[config.mk]
export PLATFORM = sky130hd
export DESIGN_NAME = lb_line_drain
export DESIGN_NICKNAME = d
export VERILOG_FILES = /design/src/rtl/lb_line_drain.sv
export SDC_FILE = /design/constraint.sdc
export NUM_CORES = 1
export LEC_CHECK = 0
export ABC_AREA = 0
export CORE_MARGIN = 2
export CORE_UTILIZATION = 40
export DETAILED_ROUTE_END_ITERATION = 12
export GPL_TIMING_DRIVEN = 0
export PLACE_DENSITY = 0.8
export SLEW_MARGIN = 20
export SYNTH_ARGS = -nofsm -noshare
export SYNTH_HDL_FRONTEND = slang
export SYNTH_SLANG_ARGS = --single-unit
[constraint.sdc]
create_clock -name clock -period 2.3 [get_ports clock]
set_clock_uncertainty 0.2 [all_clocks]
set_input_delay 0.345 -clock clock [delete_from_list [all_inputs] [get_ports clock]]
set_output_delay 0.345 -clock clock [all_outputs]
set_load 0.05 [all_outputs]
[src/rtl/lb_line_drain.sv]
// lb_line_drain: reader end of the MSHR line buffer.
// On request, walks the LB_BEATS rows of one line slot through the
// line-buffer combinational read port and presents them as a registered
// ready/valid beat stream. Only one output beat register is held.
// Optional feature macro: LB_LINE_DRAIN_PARITY_EN adds out_parity,
// exp_parity and a sticky par_err flag.
module lb_line_drain #(
    parameter int  LB_LINES = 4,
    parameter int  LB_BEATS = 8,
    parameter int  DATA_W   = 64,
    parameter int  ADDR_W   = 5,
    localparam int ID_W     = $clog2(LB_LINES),
    localparam int BEAT_W   = $clog2(LB_BEATS)
) (
    input  logic              clock,
    input  logic              reset,
    input  logic              req_valid,
    output logic              req_ready,
    input  logic [ID_W-1:0]   req_lb_id,
    input  logic              kill,
    output logic              lb_r_en,
    output logic [ADDR_W-1:0] lb_r_addr,
    input  logic [DATA_W-1:0] lb_r_data,
    output logic              out_valid,
    input  logic              out_ready,
    output logic [DATA_W-1:0] out_data,
    output logic [BEAT_W-1:0] out_beat,
    output logic              out_last,
    output logic              done
`ifdef LB_LINE_DRAIN_PARITY_EN
    ,
    input  logic              exp_parity,
    output logic              out_parity,
    output logic              par_err
`endif
);

    typedef enum logic [1:0] {
        IDLE = 2'd0,
        READ = 2'd1,
        LAST = 2'd2
    } state_t;

    state_t              state_reg;
    logic [ID_W-1:0]     lb_id_reg;
    logic [BEAT_W-1:0]   rd_beat_reg;
    logic [ADDR_W-1:0]   addr_hold_reg;
    logic                out_valid_reg;
    logic [DATA_W-1:0]   out_data_reg;
    logic [BEAT_W-1:0]   out_beat_reg;
    logic                out_last_reg;
    logic                done_reg;
    logic                load;
    logic                last_rd;
    logic [ADDR_W-1:0]   rd_addr;

    // A row is fetched whenever the output register is empty or being emptied.
    assign load    = (state_reg == READ) && (!out_valid_reg || out_ready);
    assign last_rd = (rd_beat_reg == BEAT_W'(LB_BEATS - 1));
    assign rd_addr = {lb_id_reg, rd_beat_reg};

    // The address bus only moves on a read so the line buffer sees a quiet port otherwise.
    assign lb_r_en   = load;
    assign lb_r_addr = load ? rd_addr : addr_hold_reg;

    assign req_ready = (state_reg == IDLE);
    assign out_valid = out_valid_reg;
    assign out_data  = out_data_reg;
    assign out_beat  = out_beat_reg;
    assign out_last  = out_last_reg;
    assign done      = done_reg;

    // Drain FSM: request latch, beat loading, final-beat hand-off and kill abort.
    always_ff @(posedge clock) begin
        if (reset) begin
            state_reg     <= IDLE;
            lb_id_reg     <= '0;
            rd_beat_reg   <= '0;
            addr_hold_reg <= '0;
            out_valid_reg <= 1'b0;
            out_data_reg  <= '0;
            out_beat_reg  <= '0;
            out_last_reg  <= 1'b0;
            done_reg      <= 1'b0;
        end else begin
            done_reg <= 1'b0;
            if (load) begin
                addr_hold_reg <= rd_addr;
            end
            case (state_reg)
                IDLE: begin
                    // kill is meaningless here, so a same-cycle request still starts.
                    if (req_valid) begin
                        lb_id_reg   <= req_lb_id;
                        rd_beat_reg <= '0;
                        state_reg   <= READ;
                    end
                end
                READ: begin
                    if (kill) begin
                        out_valid_reg <= 1'b0;
                        out_last_reg  <= 1'b0;
                        state_reg     <= IDLE;
                    end else if (load) begin
                        out_data_reg  <= lb_r_data;
                        out_beat_reg  <= rd_beat_reg;
                        out_valid_reg <= 1'b1;
                        out_last_reg  <= last_rd;
                        rd_beat_reg   <= rd_beat_reg + 1'b1;
                        if (last_rd) begin
                            state_reg <= LAST;
                        end
                    end
                end
                LAST: begin
                    // kill beats a same-cycle accept: the final beat is treated as undelivered.
                    if (kill) begin
                        out_valid_reg <= 1'b0;
                        out_last_reg  <= 1'b0;
                        state_reg     <= IDLE;
                    end else if (out_valid_reg && out_ready) begin
                        out_valid_reg <= 1'b0;
                        out_last_reg  <= 1'b0;
                        done_reg      <= 1'b1;
                        state_reg     <= IDLE;
                    end
                end
                default: begin
                    state_reg <= IDLE;
                end
            endcase
        end
    end

`ifdef LB_LINE_DRAIN_PARITY_EN
    logic par_err_reg;

    assign out_parity = ^out_data_reg;
    assign par_err    = par_err_reg;

    // Sticky flag: any row whose data parity disagrees with the stored parity bit.
    always_ff @(posedge clock) begin
        if (reset) begin
            par_err_reg <= 1'b0;
        end else if (load && ((^lb_r_data) != exp_parity)) begin
            par_err_reg <= 1'b1;
        end
    end
`endif

endmodule

# Yosys cells after proc, flatten, opt, wreduce, memory -nomap -nowiden
# Cells that the tools add are included.
dict set report op_classes {
  reduce_logical 13
  bitwise_logic 2
  n_addsub 1
  n_eq_ne 9
  n_mux 21
}
# cell count
set ops {}
lappend ops {{$mux W2} 6}
lappend ops {{$mux W3} 3}
lappend ops {{$ne A3 B3 Y1 const B} 3}
lappend ops {{$reduce_and A4 Y1} 2}
lappend ops {{$mux W1} 7}
lappend ops {{$ne A2 B2 Y1 const B} 3}
lappend ops {{$pmux W2 S3} 1}
lappend ops {{$pmux W3 S2} 1}
lappend ops {{$reduce_and A3 Y1} 2}
lappend ops {{$mux W5} 1}
lappend ops {{$pmux W1 S2} 2}
lappend ops {{$reduce_bool A2 Y1} 2}
lappend ops {{$add A3 B1 Y3 const B} 1}
lappend ops {{$eq A3 B3 Y1 const B} 1}
lappend ops {{$reduce_or A3 Y1} 1}
lappend ops {{$eq A2 B1 Y1 const B} 1}
lappend ops {{$eq A2 B2 Y1 const B} 1}
lappend ops {{$logic_and A1 B1 Y1} 2}
lappend ops {{$logic_not A2 Y1} 1}
lappend ops {{$not A1 Y1} 2}
lappend ops {{$reduce_and A2 Y1} 1}
lappend ops {{$logic_not A1 Y1} 1}
lappend ops {{$logic_or A1 B1 Y1} 1}
dict set report totals {
  wordCells 55
  out_inout_bits 77
  input_bits 71
  ff_bits 82
}

# Logic depth before layout (Yosys ltp)
# Gate-level depths: netlist (run 1).
dict set report depth {
  depth_word 6
  mapped_depth 6
  ltp_nobuf 5
}

# Worst setup path before layout (run 1)
# No wires, ideal clock.
dict set report synth_path {
  path_kind {reg-to-output}
  start {reg out_valid_reg (netlist: out_valid)}
  end {out lb_r_addr[1]}
  path_stages_with_launch 4
  path_slack_ns 0.159
  path_buffers 0
  required_ns 1.755
  t_arrival_ns 1.596
  path_cell_list {dfxtp_1 nand2b_1 nand2_4 mux2_1}
}
dict set report synth_between {
  elab_chain_len 4
}
# item line
set synth_lines {}
lappend synth_lines {{from (decl)} 48} ;# logic out_valid_reg;
lappend synth_lines {{from (signal assigned)} 80} ;# out_valid_reg <= 1'b0;
lappend synth_lines {{from (signal assigned)} 101} ;# out_valid_reg <= 1'b0;
lappend synth_lines {{from (signal assigned)} 107} ;# out_valid_reg <= 1'b1;
lappend synth_lines {{$logic_not A1 Y1} 58} ;# assign load = (state_reg == READ) && (!out_valid_reg || out_ready);
lappend synth_lines {{$logic_or A1 B1 Y1} 58}
lappend synth_lines {{$logic_and A1 B1 Y1} 58}
lappend synth_lines {{$mux W5} 64} ;# assign lb_r_addr = load ? rd_addr : addr_hold_reg;
lappend synth_lines {{to (decl)} 22} ;# output logic [ADDR_W-1:0] lb_r_addr,
# Every way passes these cells.

# Final worst setup path (run 1)
dict set report layout_path {
  start {reg state_reg[0]}
  end {out lb_r_addr[1]}
}
dict set report layout_between {
  elab_chain_len 3
}
# item line
set layout_lines {}
lappend layout_lines {{from (decl)} 44} ;# state_t state_reg;
lappend layout_lines {{from (signal assigned)} 76} ;# state_reg <= IDLE;
lappend layout_lines {{from (signal assigned)} 96} ;# state_reg <= READ;
lappend layout_lines {{from (signal assigned)} 103} ;# state_reg <= IDLE;
lappend layout_lines {{$eq A2 B1 Y1} 58}
lappend layout_lines {{$logic_and A1 B1 Y1} 58}
lappend layout_lines {{$mux W5} 64}
# Every way passes these cells.

==> impl_metrics.toml, run 1 <==
[outcome]
status = "completed"

[yosys]
synth_top_cell_area_share = 0.541
yosys_register_bits = 82
ys.warnings.count = 0
ys_types = 28
synth_compound_area_frac = 0.143
yosys.area_share.simple = 0.231
yosysSeqAreaShare = 0.541
synth_top_area_cell = "dfxtp_1"
synth_top_family_by_area = "simple AND/OR/NAND/NOR gates"
synth_xor_area_frac = 0
avgSynthCellArea_um2 = 8.27
synthTopCellsByArea = "dfxtp_1 (54%), nand2_1 (17%), a21oi_1 (12%), buf_6 (2.6%), nand3_1 (1.5%)"
syn-cell-area_um2 = 3030
synthAdderAreaFrac = 0.00825
syn-num-nets = 440
syn_inst = 367
synth_mux_area_frac = 0.0186

[sta]
max_slew_margin = 0.640
slew_violations = 0
fmax_mhz = 450
fin_crit_sh = 0.966
fin_crit_ns = 2.22
hold_violations = 0
setup_ws_ns = 0.0791
rsz0062_at_grt = "false"
setup_viol = 0
setup_tns_ns = 0
worstMarginPinSlew_ns = 0.538

[route]
wl_met3_um = 596
routed.top_layer = "met4"
drc = 0
vias = 2977
wl_per_cell_um = 13.4
met2_length_mm = 4.09
wl_met1_mm = 3.52
ant_nets = 0
post_drt_via_cell_ratio = 4.74
drt-initial-drc-count = 86
drtPass1Iterations = 4
routed_wl_mm = 8.42

[worst_setup_path]
cp.required_ns = 1.75
startpoint_type = "flop"
path_max_fanout = 7
critPathCaptureType = "output port"
max_stage_delay_ns = 0.40
crit_type = "reg2out"
reg2reg_from = "out_valid"
worstPathArrival_ns = 1.68
cp_num_buf_inv = 2
cp-startpoint = "state_reg[0]"
critPathSlowestCell = "dfxtp_4"
crit_chain = "nor2b_1, buf_4, nand2_4, mux2_1, buf_2"
cp_top_family = "flip-flops"

[global_routing]
grt_usage = 0.202
grt_max_degree = 14
gr-total-overflow = 0
grt_pass1_vias = 2939
antenna_found_initial = 0
grt_pass1_wl_mm = 13.7

[final_layout]
largest_register_ffs = 64
layout-drive-gt1-share = 0.0794
diodes = 0
syn_to_final_growth_pct = 60.0
nFillCells = 611
instances_no_fill = 628
nets = 597

[placed_design]
portBuffers = 146
placed_cells = 612
preCtsSetupSlack_ns = -0.546
gp_congestion = 0.865
dp_hpwl_mm = 6.36

[clocking]
clk_latency_ns = 0.33
hold_buffers = 0
cts_buffers = 9
root_buffer = "clkbuf_8"
clkSinkCount = 82
clk_pin_slew_ns = 0.08
cts_tree = "yes"
cts_buffer_depth = 2
htreeDepth = 3

[worst_hold_path]
timing.hold.worst.start = "out_ready"
min-delay-path-class = "in2reg"

[floorplan]
die_y_um = 91.1
fp.coreArea_um2 = 7290
num_rows = 31
ios = 148
die_area_um2 = 8300
die_width_um = 91.1
initial_core_util = 0.416

[power]
powerDensity_nw_per_um2 = 680
vdd_drop_max_uv = 401
fin_total_pwr_mw = 3.30
leakage_nw = 1.78

[flow_run]
drv_cap = 0
[per-stage QoR]
stage	utilization	hold slack [ns]	instance area (µm²)
floorplan	-	0.232	3030
finish	0.666	0.176	4850
global route	0.666	0.173	4850
detailed placement	0.633	0.246	4620
CTS	0.665	0.257	4850
global placement	0.633	0.241	4620
[Yosys cell counts]
library cell and instances:
nand2_1 139, dfxtp_1 82, a21oi_1 75, clkbuf_1 9, nand3_1 9, buf_6 7
nor2b_1 6, buf_2 5, nor2_1 5, buf_4 4, mux2_1 4, nand2b_1 3
ha_1 2, inv_1 2, o21ai_0 2, a211o_1 1, a211oi_1 1, a22o_1 1
a22oi_1 1, and2b_1 1, mux2_2 1, nand2_4 1, nand2b_4 1, nor3_1 1
nor3_4 1, o21a_1 1, o221ai_1 1, or3_1 1
[worst reg2reg max path: cells and delay by family, from the launching register on]
kind	cells	cell delay (ns)
AO/OA/AOI/OAI	1	0.12
flip-flops	1	0.40
buffers and inverters	2	0.44
AND/OR/NAND/NOR	3	0.58
[layer usage]
| metal | up-vias | global-route usage |
|---|---|---|
| met5 | - | 0 |
| met1 | 1346 | 0.238 |
| met4 | 0 | 0.0896 |
| met3 | 20 | 0.0622 |
| met2 | 103 | 0.340 |
| li1 | 1508 | - |
[what timing repair did]
item | in CTS | in global routing
setup buffers | 0 | 0
resized for setup | 30 | 4
setup endpoints to repair | 7 | 7
[kinds of logic (layout without fill, tap and decap cells)]
logic type,Yosys count,count (layout)
simple gates,168,168
compound gates,83,83
flops,82,82
buf+inv,27,189
mux,5,5
fa+ha+maj,2,2
[cell usage in the layout, fill, tap and decap left out, drive strengths merged, types with 2 or more instances in the layout]
master         Yosys  layout
o21ai              2       2
nand2            140     140
clkbuf             9      21
inv                2       2
nor2b              6       6
dlymetal6s2s       0       2
a21oi             75      75
buf               16      21
nor2               5       5
nand2b             4       4
mux2               5       5
dfxtp             82      82
bufinv             0       3
nand3              9       9
clkdlybuf4s50      0     137
ha                 2       2
nor3               2       2
[final timing paths]
path / to / slack (ns) / cells after the start
max: lb_r_addr[1] / 0.08 / 5
min: done / 0.18 / 3
max reg2reg: out_data[22] / 0.48 / 6
min reg2reg: out_data[49] / 0.25 / 2
[power by group]
group / internal (mW) / total, mW / switching [mW]
registers: 1.47 / 1.50 / 0.0294
clock network: 0.755 / 1.25 / 0.492
logic: 0.239 / 0.559 / 0.320
[cell type report]
| type | count | area (µm²) | area share |
|---|---|---|---|
| well taps | 99 | 124 | 0.0255 |
| repair buffers | 146 | 1440 | 0.297 |
| clock inverters | 4 | 98.8 | 0.0204 |
| clock buffers | 12 | 145 | 0.0299 |
| inverters | 2 | 7.51 | 0.00155 |
| plain buffers | 25 | 168 | 0.0345 |
| multi-input cells | 258 | 1220 | 0.252 |
| flip-flops and latches | 82 | 1650 | 0.339 |
Note: power is estimated with default switching activity, not from simulation.
==> run 2: changes to the inputs <==
CORE_MARGIN = default   (was 2)
==> run 2 against run 1 <==
  * Cell count down 0.16%
  * Power down 4.7%
  * Die area down 4.3%
  * Count of clock-buffer cells in the layout down 2
  * Worst hold slack better by 0.081 ns
  * Critical path depth unchanged
  * Sequential share of layout area up 0.24 points
  * Largest cell class unchanged
  * Maximum frequency down 0.29%
  * Sequential power about the same
  * Global-route usage up 0.84 points
  * Register-to-register slack better by 0.03 ns
==> impl_metrics.toml, run 2 (synthesized netlist as in run 1, its figures left out) <==
[floorplan]
die_width_um = 89.1
die_area_um2 = 7940
num_rows = 31
initial_core_util = 0.416
fp.coreArea_um2 = 7290
die_y_um = 89.1
ios = 148

[route]
drc = 0
routed_wl_mm = 8.39
drt-initial-drc-count = 56
post_drt_via_cell_ratio = 4.86
ant_nets = 0
wl_per_cell_um = 13.4
drtPass1Iterations = 4
vias = 3046

[power]
leakage_nw = 1.75
vdd_drop_max_uv = 381
powerDensity_nw_per_um2 = 652

[worst_setup_path]
max_stage_delay_ns = 0.39
crit_type = "reg2out"
rr_endpoint = "out_data[28]"
cp.required_ns = 1.75
critPathCaptureType = "output port"
startpoint_type = "flop"
r2r_setup_slack_ns = 0.51
critPathSlowestCell = "dfxtp_4"
crit_chain = "nor2b_1, buf_4, nand2_4, mux2_1, buf_2"
reg2reg_from = "out_valid"
path_max_fanout = 7
ff2ff_path_depth = 6
worstPathArrival_ns = 1.68

[final_layout]
syn_to_final_growth_pct = 58.9
instances_no_fill = 627
final_common_cell = "nand2_1"
final_cell_mix = "nand2_1 (139), clkdlybuf4s50_1 (137), dfxtp_1 (80)"
final_core_util = 0.661
layout-drive-gt1-share = 0.0814
nets = 597
diodes = 0
largest_register_ffs = 64

[clocking]
cts_buffers = 9
cts_tree = "yes"
root_buffer = "clkbuf_8"
clk_latency_ns = 0.33
cts_buffer_depth = 2
clk_pin_slew_ns = 0.08
htreeDepth = 3
hold_buffers = 0
clkSinkCount = 82
cts_setup_buffers = 0

[global_routing]
grt_max_degree = 14
grt_usage = 0.211
antenna_found_initial = 0
grt_pass1_vias = 2870
gr-total-overflow = 0
grt_pass1_wl_mm = 12.8

[placed_design]
portBuffers = 146
placed_cells = 612
dp_hpwl_mm = 6.37
gp_congestion = 0.843

[sta]
fin_crit_ns = 2.23
setup_viol = 0
rsz0062_at_grt = "true"
slew_violations = 0
fmax_mhz = 449
max_slew_margin = 0.645
worstMarginPinSlew_ns = 0.532
fin_crit_sh = 0.968
hold_violations = 0

[worst_hold_path]
hold-path-endpoint = "out_beat[1]"
min-delay-path-class = "reg2reg"
hold_depth = 2
timing.hold.worst.start = "out_beat[1]"

[flow_run]
drv_cap = 0

[outcome]
status = "completed"
## run 2: cell count changes in the layout (fill, tap and decap cells not counted), sizes merged
| cell | previous run | this run |
|---|---|---|
| bufinv | 3 | 2 |
| dlygate4sd2 | 1 | 2 |
| clkinvlp | 0 | 2 |
| dlymetal6s2s | 2 | 1 |
| clkbuf | 21 | 19 |
## run 2: area by class of cell
| type | instances | area [µm²] |
|---|---|---|
| Multi-Input combinational cell | 258 | 1220 |
| Tap cell | 99 | 124 |
| Sequential cell | 82 | 1650 |
| Clock buffer | 10 | 128 |
| Fill cell | 636 | 2470 |
| Clock inverter | 5 | 80.1 |
| Inverter | 2 | 7.51 |
| Buffer | 25 | 168 |
| Timing Repair Buffer | 146 | 1440 |
## run 2: critical path, delay by kind of cell, from the launching register on
kind,cells,cell delay [ns]
muxes,1,0.33
DFF,1,0.39
buffers and inverters,2,0.39
and+or+nand+nor,2,0.24
## run 2: through the flow
| step | cell area, µm² | power, mW | hold WS [ns] | setup WS [ns] | TNS, ns |
|---|---|---|---|---|---|
| floorplan | 3030 | 1.84 | 0.232 | 0.159 | 0 |
| global route | 4820 | 3.27 | 0.275 | -0.0164 | -0.0164 |
| CTS | 4810 | 3.17 | 0.258 | 0.0103 | 0 |
| finish | 4820 | 3.14 | 0.257 | 0.0725 | 0 |
| global placement | 4620 | 2.08 | 0.241 | -0.541 | -3.00 |
| detailed placement | 4620 | 2.09 | 0.247 | -0.540 | -3.01 |
## run 2: where the power goes
group / leakage, nW / total [mW] / internal [mW] / switching (mW)
sequential: 0.667 / 1.50 / 1.47 / 0.0301
clock: 0.0984 / 1.09 / 0.604 / 0.483
combinational: 0.987 / 0.560 / 0.239 / 0.321
total: 1.75 / 3.14 / 2.31 / 0.834
## run 2: how the worst max path moves through the flow
stage                            start            to  slack (ns)  cells after the start
after floorplan              out_valid  lb_r_addr[1]        0.16                      3
after global placement       out_ready  lb_r_addr[0]       -0.54                      5
after detailed placement     out_ready  lb_r_addr[0]       -0.54                      5
after CTS                    out_valid     out_valid        0.01                      1
after global routing      state_reg[0]  lb_r_addr[1]       -0.02                      5
final                     state_reg[0]  lb_r_addr[1]        0.07                      5
## run 2: timing repair
item / in CTS / in global routing
cloned: 0 / 0
setup endpoints to repair: 7 / 6
gates resized for setup: 32 / 7
## run 2: layer usage
| metal | track usage | part of all wire | up-vias |
|---|---|---|---|
| met4 | 0.0765 | 0.013 | 0 |
| met3 | 0.0572 | 0.071 | 10 |
| met2 | 0.386 | 0.51 | 110 |
| met1 | 0.234 | 0.41 | 1415 |
| li1 | - | - | 1511 |
| met5 | 0 | 0 | - |
